--- src/rtl/divide_seq.sv ---
// divide_seq - sequential restoring divider, one quotient bit per clock.
//
// Divides an N-bit unsigned dividend by a runtime M-bit unsigned divisor.
// The latency is fixed: N cycles for a nonzero divisor and 1 cycle for a
// zero divisor. It replaces the fixed divide-by-ten block and feeds BCD digit
// extraction for the seven-segment display.
//
// Parameters:
//   N  dividend / quotient width (N >= 2)
//   M  divisor / remainder width (1 <= M <= N)
//
// Ports:
//   clk          system clock, all state changes on the rising edge
//   rst_n        asynchronous active-low reset
//   start        request; accepted on a rising edge only while busy=0
//   dividend     unsigned dividend, captured when start is accepted
//   divisor      unsigned divisor, captured when start is accepted
//   busy         high while a division is iterating
//   done         single-cycle pulse; the result outputs are valid
//   quotient     result quotient, held until the next done
//   remainder    result remainder, held until the next done
//   div_by_zero  set with done when the captured divisor was zero

module divide_seq #(
  parameter int N = 14,
  parameter int M = 4
) (
  input  logic         clk,
  input  logic         rst_n,
  input  logic         start,
  input  logic [N-1:0] dividend,
  input  logic [M-1:0] divisor,
  output logic         busy,
  output logic         done,
  output logic [N-1:0] quotient,
  output logic [M-1:0] remainder,
  output logic         div_by_zero
);

  localparam int CW = $clog2(N + 1);

  typedef enum logic {IDLE, CALC} state_t;

  state_t         state;
  logic [N-1:0]   q_work;
  logic [M-1:0]   d_work;
  // The partial remainder is always below the divisor after each restoring
  // step. Its (M+1)-th bit is therefore always zero and is not stored. The
  // widened value reappears in the M+1 bit trial term below.
  logic [M-1:0]   r_work;
  logic [CW-1:0]  bit_cnt;

  logic [M:0]     trial;
  logic           fits;
  logic [M-1:0]   r_next;
  logic [N-1:0]   q_next;

  // One restoring step. The compare is M+1 bits wide. When the divisor fits,
  // trial - divisor is below the divisor, so the M-bit difference is exact.
  always_comb begin
    trial  = {r_work, q_work[N-1]};
    fits   = (trial >= {1'b0, d_work});
    r_next = fits ? (trial[M-1:0] - d_work) : trial[M-1:0];
    q_next = {q_work[N-2:0], fits};
  end

  // Control FSM and datapath. done defaults low every cycle, so it can only
  // ever be a one-cycle pulse. The result registers are written only on the
  // edge that raises done.
  always_ff @(posedge clk or negedge rst_n) begin
    if (!rst_n) begin
      state       <= IDLE;
      q_work      <= '0;
      d_work      <= '0;
      r_work      <= '0;
      bit_cnt     <= '0;
      busy        <= 1'b0;
      done        <= 1'b0;
      quotient    <= '0;
      remainder   <= '0;
      div_by_zero <= 1'b0;
    end else begin
      done <= 1'b0;
      case (state)
        IDLE: begin
          if (start) begin
            q_work  <= dividend;
            d_work  <= divisor;
            r_work  <= '0;
            bit_cnt <= CW'(N);
            // A zero divisor is answered at once with the saturated quotient.
            if (divisor == '0) begin
              done        <= 1'b1;
              quotient    <= '1;
              remainder   <= '0;
              div_by_zero <= 1'b1;
            end else begin
              busy  <= 1'b1;
              state <= CALC;
            end
          end
        end
        CALC: begin
          q_work  <= q_next;
          r_work  <= r_next;
          bit_cnt <= bit_cnt - CW'(1);
          // The last iteration publishes the step's final values directly.
          if (bit_cnt == CW'(1)) begin
            quotient    <= q_next;
            remainder   <= r_next;
            div_by_zero <= 1'b0;
            done        <= 1'b1;
            busy        <= 1'b0;
            state       <= IDLE;
          end
        end
      endcase
    end
  end

endmodule

--- config.mk ---
export PLATFORM = sky130hd
export DESIGN_NAME = divide_seq
export DESIGN_NICKNAME = d
export VERILOG_FILES = /design/src/rtl/divide_seq.sv
export SDC_FILE = /design/constraint.sdc
export NUM_CORES = 1
export LEC_CHECK = 0
export ABC_AREA = 1
export BUFFER_PORTS_ARGS = -buffer_cell sky130_fd_sc_hd__buf_2
export CAP_MARGIN = 20
export CORE_MARGIN = 5
export CORE_UTILIZATION = 49
export DETAILED_ROUTE_END_ITERATION = 10
export GPL_ROUTABILITY_DRIVEN = 1
export PLACE_DENSITY_LB_ADDON = 0.05
export RECOVER_POWER = 50
export SYNTH_ARGS = -nofsm -noshare
export SYNTH_HDL_FRONTEND = slang
export SYNTH_SLANG_ARGS = --single-unit
--- constraint.sdc ---
create_clock -name clk -period 1.45 [get_ports clk]
set_input_delay 0.145 -clock clk [delete_from_list [all_inputs] [get_ports clk]]
set_output_delay 0.145 -clock clk [all_outputs]
set_load 0.01 [all_outputs]
# Word level (Yosys, flattened, before mapping)
# Index checks and enable logic that the tools add are counted.
[classes] add_sub_neg=2 bitwise=1 n_mux=30 eq_ne=5 n_reduce_logical=4 order_cmp=1
[ops] op="$mux W14" n=4
[ops] op="$pmux W14 S2" n=2
[ops] op="$mux W4" n=6
[ops] op="$pmux W4 S2" n=3
[ops] op="$mux W1" n=11
[ops] op="$pmux W1 S2" n=4
[ops] op="$ne A2 B2 Y1 const B" n=3
[ops] op="$reduce_and A3 Y1" n=2
[ops] op="$ge A5 B4 Y1" n=1
[ops] op="$eq A4 B1 Y1 const B" n=1
[ops] op="$logic_not A4 Y1" n=1
[ops] op="$sub A4 B1 Y4 const B" n=1
[ops] op="$sub A4 B4 Y4" n=1
[ops] op="$ne A2 B1 Y1 const B" n=1
[ops] op="$reduce_and A2 Y1" n=1
[ops] op="$not A1 Y1" n=1
[word_totals] in_bits=21 reg_bits=48 elab_cells=53

# Longest topological paths before layout
# Gate-level depths: netlist of the first run.
[depth] depth_word=4 mapped_depth=11

# Worst setup path after synthesis of the first run
# Ideal clock, no wire load.
[synth_timing] path_kind="reg-to-reg" startpoint="reg r_work[1]" endpoint="reg remainder[2]" stages_incl_launch_ff=10 path_slack_ps=-46 synth_period_minus_slack_ps=1496 required_ps=1333 arrival_ps=1380 setup_time_ps=117 path_cell_list="dfrtp_1 -> ha_1 -> a21oi_1 -> nand2_1 -> nand2_1 -> nand2_1 -> nand2_1 -> nand2_1 -> nand2_1 -> nand2_1"
[synth_between] elab_chain_len=4 word_cells_on_any_way=5
[synth_lines] element="start: declaration" line_no="50" text="logic [M-1:0] r_work;"
[synth_lines] element="start signal: assignment" line_no="105" text="r_work <= r_next;"
[synth_lines] element="$sub A4 B4 Y4 / $ge A5 B4 Y1 (equally long branches)" line_no="63, 62"
[synth_lines] element="$mux W4 (*)" line_no="63" text="r_next = fits ? (trial[M-1:0] - d_work) : trial[M-1:0];"
[synth_lines] element="$mux W4 (*)" line_no="108" text="if (bit_cnt == CW'(1)) begin"
[synth_lines] element="$pmux W4 S2 (*)" line_no="84" text="case (state)"
[synth_lines] element="end signal: assignment" line_no="110" text="remainder <= r_next;"
[synth_lines] element="end: declaration" line_no="36" text="output logic [M-1:0] remainder,"
# Mark *: on every way between the ends. The rest lies on a longest branch, timed or not. The select of a mux whose other input is x is not followed.
# A chain may end at the register's enable or synchronous reset.

# Worst setup path in the final report of the first run
[layout_timing] startpoint="reg d_work[0]" endpoint="reg remainder[2]"
[layout_between] elab_chain_len=4 word_cells_on_any_way=5
[layout_lines] element="start: declaration" line_no="46" text="logic [M-1:0] d_work;"
[layout_lines] element="start signal: assignment" line_no="88" text="d_work <= divisor;"
[layout_lines] element="$sub A4 B4 Y4 / $ge A5 B4 Y1 (equally long branches)" line_no="63, 62"
[layout_lines] element="$mux W4 (*)" line_no="63"
[layout_lines] element="$mux W4 (*)" line_no="108"
[layout_lines] element="$pmux W4 S2 (*)" line_no="84"
# Marks and branches as above.

==> impl_metrics.tcl, run 1 <==
set metrics [dict create \
    reg2reg_depth 9 \
    clock_skew_ps 3.812 \
    final.min_clock_period_ps 1504 \
    die_area_mm2 0.005958 \
    hpwl_mm 3.450 \
    reg2reg_to "remainder[2]$_DFFE_PN0P_" \
    synth_cell_type_count 29 \
    seq_area_frac_synth_pct 54.30 \
    min_to "d_work[2]$_DFFE_PN0P_" \
    grt-ovfl-total 0 \
    leakage_uw 0.001442 \
    max_slew_margin_pct 57.98 \
    synthSimpleGateAreaFrac_pct 25.57 \
    syn_inst 239 \
    area_growth_pct 32.18 \
    routed_wl_mm 5.149 \
    finalSetupTns_ps -300.8 \
    post_synth_fa_ha_maj_area_fraction_pct 4.299 \
    place_area_mm2 0.002603 \
    num_vias 1849 \
    synth_top_family_by_area "simple AND/OR/NAND/NOR gates" \
    min_period_over_period_pct 103.7 \
    drtAntennaViolNets 0 \
    clkLatencyLatePin_ps 300 \
    worst_slack_ps -53.97 \
    vdd_drop_max_v 0.0009595 \
    path_max_fanout 2 \
    grt_usage_pct 17.33 \
    nets 338 \
    cp_data_arrival_time_ps 1740 \
    viasPerCell 5.108 \
    wire_per_inst_um 14.22 \
    hold_violations 0 \
    die_x_um 77.19 \
    n_antenna_cell 0 \
    drv_cap 0 \
    die_h_um 77.19 \
    tritoncts "built" \
    grt_pass1_wl_mm 8.355 \
    syn_area_per_cell_um2 9.256 \
    status "finished, violations left" \
    worstHoldPathCells 3 \
    fin_util_pct 67.16 \
    setup_violations 18 \
    layout_common_cells "dfrtp_1 (48), nor2_1 (42), buf_2 (41)" \
    synth_mux_area_share_pct 0 \
    yosysWarnings 0 \
    antenna_found_initial 0 \
    path_class "reg -> reg" \
    drc 0 \
    ys_ff_latch 48 \
    synth_xor_area_share_pct 0 \
    failed_checks "setup timing" \
    fin_area_mm2 0.002924 \
    fillers 338 \
    grt_max_degree 49 \
    path_clk_slew_ps 80 \
    start_kind "register" \
    portBuffers 41 \
    critPathLaunch "d_work[0]$_DFFE_PN0P_" \
    synth-compound-area-share_pct 9.502 \
    rows 24 \
    drt_pass1_iterations 4 \
    ff2ff_setup_slack_ps -50 \
    r2r_start "d_work[0]$_DFFE_PN0P_" \
    hold_path.class "in -> reg" \
    final_common_cell "dfrtp_1" \
    worstHoldStart "divisor[2]" \
    io_pins 42 \
    cts-root-buf "clkbuf_8" \
    final_max_slew_viol_count 0 \
    start_util_pct 50.80 \
    netlist_area_mm2 0.002212 \
    syn-num-nets 267 \
    first_global_vias 1847 \
    drtIter0Drc 117 \
    total_power_uw 7050 \
    cts-htree-levels 2 \
    crit_required_ps 1690 \
    cts_buffers 5 \
    cp-end-kind "register" \
    gp_congestion 0.8632 \
    fmax_mhz 664.9 \
    power_density_mw_per_mm2 2411 \
    cts_buffer_depth 2 \
    drive_gt1_share_pct 41.29 \
    cts_num_sinks 48 \
    worst_pin_slew_ps 630.3 \
    rsz0062_at_grt "yes" \
    core-area_mm2 0.004354 \
]
==> report_power, final <==
part	total, uW	leakage (uW)	switching [uW]	internal, uW
clock network	754	0.0000410	425	329
registers	2420	0.000554	420	2000
logic	3880	0.000848	2100	1770
==> cell families (layout without fill, tap and decap cells) <==
| kind of cell | Yosys count | in the layout |
|---|---|---|
| DFF | 48 | 48 |
| and+or+nand+nor | 129 | 129 |
| buffers and inverters | 25 | 96 |
| AOI/OAI and AO/OA | 30 | 30 |
| adders and majority gates | 7 | 7 |
==> worst max path at each step <==
stage                                     endpoint  slack [ps]  depth (start not counted)
after floorplan           remainder[2]$_DFFE_PN0P_          20                          9
after global placement    remainder[2]$_DFFE_PN0P_         -40                         10
after detailed placement  remainder[2]$_DFFE_PN0P_        -110                          9
after CTS                 remainder[2]$_DFFE_PN0P_         -20                         10
after global routing      remainder[2]$_DFFE_PN0P_        -170                          9
final                     remainder[2]$_DFFE_PN0P_         -50                          9
==> final cells by class <==
class | instances | area (um2) | share of cell area (%)
clock inverter | 1 | 5.005 | 0.1712
sequential | 48 | 1201 | 41.08
timing repair buffer | 72 | 508.0 | 17.37
clock buffer | 6 | 72.57 | 2.482
tap | 52 | 65.06 | 2.225
multi-input combinational | 166 | 1006 | 34.40
inverter | 17 | 66.31 | 2.268
==> repair_timing <==
item,in CTS,in global routing
pin swaps,5,7
gates resized for setup,20,14
hold buffers,1,0
endpoints found under the hold margin,48,0
setup buffers,3,4
endpoints found under the setup margin,23,25
cloned,0,3
==> routing by layer <==
layer / track usage [%] / up-vias / part of all wire (%)
met2: 29.04 / 37 / 49
met4: 5.670 / 0 / 1.4
li1: - / 920 / -
met5: 0 / - / 0
met3: 4.098 / 7 / 4.3
met1: 21.91 / 885 / 45
==> metrics by stage <==
stage	worst slack (ps)	hold slack, ps	std cells
floorplan	20.25	-150.6	239
detailed placement	-110.2	148.1	344
global placement	-36.44	149.4	344
CTS	-18.62	50.80	355
global route	-172.3	60.50	362
finish	-53.97	64.77	362
==> Yosys cell counts, drive strengths merged <==
| master | number | area share (%) |
|---|---|---|
| a22oi | 1 | 0.34 |
| o21bai | 1 | 0.34 |
| nand3 | 10 | 2.3 |
| a211oi | 1 | 0.34 |
| nor3b | 1 | 0.57 |
| nand3b | 1 | 0.34 |
| nand4 | 5 | 1.7 |
| inv | 17 | 3.0 |
| nand2 | 53 | 9.3 |
| ha | 6 | 3.4 |
| fa | 1 | 0.91 |
| nor3 | 12 | 2.7 |
| o21ai | 24 | 7.6 |
| or2 | 1 | 0.28 |
| o221ai | 1 | 0.40 |
| dfrtp | 48 | 54 |
| nor2 | 46 | 8.4 |
| a21oi | 2 | 0.45 |
| buf | 8 | 3.3 |
==> state kept, by name (all words and copies together), names as in the netlist <==
register     count
state            1
r_work           4
q_work          14
remainder        4
div_by_zero      1
busy             1
d_work           4
quotient        14
done             1
bit_cnt          4
==> critical path, cell delays in order (launching register included) <==
cell,delay [ps]
dfrtp_1,410
ha_4,170
fa_2,330
inv_2,70
o21ai_1,50
a21oi_1,140
nand2_1,100
nand2_1,70
nand2_1,40
nand2_1,50
No activity file was read; power rests on OpenSTA's default activity.
==> inputs of run 2 (changes only) <==
--- a/config.mk
+++ b/config.mk
@@ -5,11 +5,10 @@
 export SDC_FILE = /design/constraint.sdc
 export NUM_CORES = 1
 export LEC_CHECK = 0
-export ABC_AREA = 1
 export BUFFER_PORTS_ARGS = -buffer_cell sky130_fd_sc_hd__buf_2
 export CAP_MARGIN = 20
 export CORE_MARGIN = 5
-export CORE_UTILIZATION = 49
+export CORE_UTILIZATION = 50
 export DETAILED_ROUTE_END_ITERATION = 10
 export GPL_ROUTABILITY_DRIVEN = 1
 export PLACE_DENSITY_LB_ADDON = 0.05
==> impl_metrics.tcl, run 2 <==
set metrics [dict create \
    drt_pass1_iterations 4 \
    die_area_mm2 0.006202 \
    max_slew_margin_pct 62.75 \
    nets 298 \
    cts_buffer_depth 2 \
    drtAntennaViolNets 0 \
    worstHoldStart "divisor[2]" \
    largest_registers "q_work (14), quotient (14)" \
    path_clk_slew_ps 90 \
    routed_wl_mm 5.270 \
    num_vias 1757 \
    min_period_over_period_pct 114.4 \
    start_kind "register" \
    drv_cap 0 \
    final_max_slew_viol_count 0 \
    layout_common_cells "dfrtp_1 (48), buf_2 (34), buf_4 (33)" \
    power_density_mw_per_mm2 2307 \
    hpwl_mm 3.785 \
    rows 25 \
    cts_buffers 5 \
    crit_required_ps 1640 \
    clock_skew_ps 6.577 \
    start_util_pct 50.71 \
    ys_ff_latch 48 \
    wire_per_inst_um 16.27 \
    grt_usage_pct 18.37 \
    drtIter0Drc 52 \
    drive_gt1_share_pct 49.63 \
    hold_path.class "in -> reg" \
    gp_congestion 0.8526 \
    antenna_found_initial 0 \
    die_x_um 78.76 \
    cp-end-kind "register" \
    io_pins 42 \
    worst_slack_ps -208.3 \
    portBuffers 41 \
    failed_checks "setup timing" \
    drc 0 \
    fmax_mhz 603.0 \
    clkLatencyLatePin_ps 290 \
    r2r_start "d_work[1]$_DFFE_PN0P_" \
    die_h_um 78.76 \
    core-area_mm2 0.004661 \
    path_class "reg -> reg" \
    synth.largest_area_cell "dfrtp_1" \
    n_antenna_cell 0 \
    final_common_cell "dfrtp_1" \
    synth_flop_cell "dfrtp_1" \
    cp_data_arrival_time_ps 1850 \
    viasPerCell 5.423 \
    path_max_fanout 6 \
    synth.area.top_cells "dfrtp_1 (51%), mux2_2 (12%), nand3b_1 (4.1%)" \
    syn_inst 195 \
    vdd_drop_max_v 0.0008926 \
    final.min_clock_period_ps 1658 \
    hold_violations 0 \
    synth_edf_count 0 \
    area_growth_pct 29.27 \
    yosysTopAreaCellShare_pct 50.82 \
    rsz0062_at_grt "yes" \
    grt-ovfl-total 0 \
    async_reset_ff_share_pct 100.0 \
    setup_violations 17 \
    seqCellArea_mm2 0.001201 \
    yosysWarnings 0 \
    seq_area_frac_synth_pct 50.82 \
    cts-htree-levels 2 \
    syn-num-nets 223 \
    synth_common_cells "dfrtp_1 (48), mux2_2 (26), nand3b_1 (13), o21a_1 (13), o21ai_0 (10)" \
    critPathLaunch "d_work[1]$_DFFE_PN0P_" \
    hold-worst-slack_ps 102.9 \
    status "finished, violations left" \
    grt_pass1_wl_mm 8.866 \
    worst_pin_slew_ps 558.7 \
    leakage_uw 0.001336 \
    tritoncts "built" \
    yosysMostFrequentCell "dfrtp_1" \
    netlist_area_mm2 0.002364 \
    syn_area_per_cell_um2 12.12 \
    multi_input_area_mm2 0.001166 \
    fillers 383 \
    grt_max_degree 24 \
    first_global_vias 1889 \
    cts_num_sinks 48 \
    fin_util_pct 65.56 \
    cts-root-buf "clkbuf_8" \
    synth_cell_type_count 38 \
]
## run 2: cell types whose count changed in the layout (fill, tap and decap cells not counted), moves of 10 or more
cell / delta
nor2_1: -39
o21a_1: +13
o21ai_2: -12
nand2_2: -12
mux2_2: +26
nand2_1: -32
nand3b_1: +12
buf_4: +10
## run 2: worst paths after layout
check | slack (ps) | cells after the start | endpoint
min in group asynchronous | 370 | 2 | remainder[3]$_DFFE_PN0P_
max in group asynchronous | 210 | 3 | quotient[10]$_DFFE_PN0P_
worst max-delay path | -210 | 6 | remainder[2]$_DFFE_PN0P_
worst max register to register | -210 | 6 | remainder[2]$_DFFE_PN0P_
worst min register to register | 490 | 2 | remainder[3]$_DFFE_PN0P_
worst min-delay path | 100 | 3 | d_work[2]$_DFFE_PN0P_
## run 2: report_power, final
part	internal, uW	switching (uW)	total [uW]
sequential	2010	439	2450
clock	329	427	756
combinational	2100	1740	3850
## run 2: what timing repair did
action                                 in CTS  in global routing
hold buffers                                1                  0
setup endpoints to repair                  24                 23
pin swaps                                  10                  4
cloned                                      0                  0
buffers inserted                            6                  4
gates resized for setup                    22                  6
endpoints found under the hold margin      21                  0
## run 2: kinds of logic after synthesis
family | synth area share, %
DFF | 50.82
and+or+nand+nor | 13.13
AOI/OAI and AO/OA | 13.76
muxes | 12.39
buffers and inverters | 4.764
adders and majority gates | 4.023
xor gates and xnor gates | 1.112
## run 2: cell type report
class                           instances  area share (%)
Clock inverter                          1          0.1638
Clock buffer                            6           2.375
Tap cell                               54           2.211
Multi-Input combinational cell        127           38.17
Inverter                                8          0.9828
Sequential cell                        48           39.31
Timing Repair Buffer                   80           16.79
## run 2: stage by stage
step / std cells / setup slack [ps] / power, uW / setup TNS (ps) / area, um2
after CTS: 321 / -190.6 / 6877 / -1558 / 3032
after global routing: 324 / -284.8 / 7566 / -3447 / 3055
after floorplan: 195 / -162.3 / 4502 / -1627 / 2391
after global placement: 307 / -194.2 / 5503 / -2832 / 2805
final: 324 / -208.3 / 7048 / -1619 / 3055
after detailed placement: 307 / -239.4 / 5684 / -3535 / 2805
## run 2: worst max-delay path, stage by stage (launching register included)
cell and delay (ps):
dfrtp_1 400, inv_2 80, ha_4 200, nand4_1 120, nand2_2 110, or3_1 380, a32o_1 260
## run 2: layer usage
layer | vias up | global-route usage, % | share of wire [%]
met5 | - | 0 | 0
met4 | 0 | 5.769 | 1.4
met3 | 10 | 5.102 | 3.6
met2 | 34 | 32.17 | 51
met1 | 872 | 21.82 | 44
li1 | 841 | - | -
==> inputs of run 3 (changes only) <==
==> constraint.sdc (replaced) <==
create_clock -name clk -period 1.45 [get_ports clk]
set_input_delay 0.0725 -clock clk [delete_from_list [all_inputs] [get_ports clk]]
set_output_delay 0.0725 -clock clk [all_outputs]
set_load 0.01 [all_outputs]
==> impl_metrics.tcl, run 3 (same netlist as run 2, synthesis figures left out) <==
set metrics [dict create \
    num_vias 1738 \
    cts_buffer_depth 2 \
    drive_gt1_share_pct 49.81 \
    final_max_slew_viol_count 0 \
    reg2reg_depth 5 \
    fmax_mhz 594.3 \
    leakage_uw 0.001337 \
    drt_pass1_iterations 4 \
    path_max_fanout 6 \
    vdd_drop_max_v 0.0009200 \
    hpwl_mm 3.761 \
    worst_slack_ps -232.8 \
    path_clk_slew_ps 90 \
    failed_checks "setup timing" \
    core-area_mm2 0.004661 \
    grt_pass1_wl_mm 8.963 \
    worstHoldPathCells 3 \
    routed_wl_mm 5.199 \
    use_met1_pct 23.09 \
    crit_required_ps 1650 \
    p_int_uw 4499 \
    rows 25 \
    hold_path.class "in -> reg" \
    portBuffers 41 \
    final_common_cell "dfrtp_1" \
    hold-worst-slack_ps 18.26 \
    die_h_um 78.76 \
    cp-end-kind "register" \
    start_kind "register" \
    drtIter0Drc 116 \
    grtUsageMet2_pct 30.98 \
    pwr-share-clk_pct 13.8 \
    seqPwrFrac_pct 34.5 \
    hold_violations 0 \
    total_power_uw 7063 \
    clock_skew_ps 5.546 \
    drc 0 \
    n_antenna_cell 0 \
    worst_pin_slew_ps 538.1 \
    grt_use_met3_pct 5.102 \
    grt_max_degree 24 \
    tritoncts "built" \
    area_growth_pct 28.37 \
    cts-root-buf "clkbuf_8" \
    drtAntennaViolNets 0 \
    min_period_over_period_pct 116.1 \
    path_class "reg -> reg" \
    power_density_mw_per_mm2 2328 \
    status "finished, violations left" \
    cp_data_arrival_time_ps 1880 \
    io_pins 42 \
    p_switching_uw 2564 \
    grt-ovfl-total 0 \
    antenna_found_initial 0 \
    gp_congestion 0.8500 \
    die_x_um 78.76 \
    first_global_vias 1908 \
    top_usage_layer "met2" \
    nets 294 \
    setup_violations 22 \
    max_slew_margin_pct 64.13 \
    clkLatencyLatePin_ps 300 \
    start_util_pct 50.71 \
    drv_cap 0 \
    grt_usage_pct 18.38 \
    cts-htree-levels 2 \
    cts_buffers 5 \
    viasPerCell 5.414 \
    pre_cts_slack_ps -243.3 \
    layout_common_cells "dfrtp_1 (48), buf_2 (39), buf_4 (27)" \
    p_sw_share_pct 36.30 \
    largest_registers "q_work (14), quotient (14)" \
    rsz0062_at_grt "yes" \
    pwr-share-comb_pct 51.7 \
    cts_num_sinks 48 \
    die_area_mm2 0.006202 \
    wire_per_inst_um 16.20 \
    ff2ff_setup_slack_ps -230 \
    final.min_clock_period_ps 1683 \
]
[run 3: changes by cell type in the layout (fill, tap and decap cells not counted), moves of 2 or more]
cell / before / now
buf_6: 3 / 5
o21ai_1: 5 / 3
buf_2: 34 / 39
buf_4: 33 / 27
o21ai_0: 4 / 6
inv_2: 6 / 4
clkbuf_1: 8 / 2
[run 3: through the flow]
step                      instances  instance area [um2]  util (%)  TNS, ps
after global placement          307                 2805     60.19    -2794
after detailed placement        307                 2805     60.19    -3435
after CTS                       319                 3003     64.43    -2558
after global routing            321                 3034     65.10    -3658
final                           321                 3034     65.10    -1916
after floorplan                 195                 2391         -    -1627
[run 3: final cells by class]
class                      instances  area, um2
fill                             392       1627
sequential                        48       1201
multi-input combinational        127       1140
timing repair buffer              76      481.7
clock buffer                       5      68.82
tap                               54      67.56
clock inverter                     3      42.54
inverter                           8      32.53
[run 3: metal layers]
metal  vias up  routed length (um)
li1        840                   -
met4         0                  99
met3        10                 281
met1       839                2205
met2        49                2613
met5         -                   0
[run 3: worst paths after layout]
check / start / end
worst max-delay path: d_work[0]$_DFFE_PN0P_ / r_work[2]$_DFFE_PN0P_
worst min-delay path: divisor[2] / d_work[2]$_DFFE_PN0P_
worst max register to register: d_work[0]$_DFFE_PN0P_ / r_work[2]$_DFFE_PN0P_
worst min register to register: busy$_DFFE_PN0P_ / busy$_DFFE_PN0P_
max in group asynchronous: rst_n / bit_cnt[2]$_DFFE_PN0P_
min in group asynchronous: rst_n / r_work[3]$_DFFE_PN0P_
[run 3: timing repair]
item | in CTS | in global routing
hold buffers | 1 | 0
setup endpoints to repair | 24 | 23
gates resized for setup | 15 | 9
setup buffers | 7 | 7
endpoints found under the hold margin | 19 | 0
pin swaps | 8 | 6
[run 3: power groups by stage]
stage / Clock, uW / Combinational [uW] / Sequential, uW
floorplan: 0 / 2000 / 2500
global placement: 0 / 3120 / 2390
detailed placement: 0 / 3240 / 2420
CTS: 987 / 3470 / 2420
global route: 1060 / 4000 / 2520
finish: 977 / 3650 / 2430
[run 3: worst max-delay path: stages (launching register included)]
cell	delay, ps
dfrtp_1	400
ha_1	300
nand4_1	130
nand2_2	110
or3_4	400
a32o_1	230
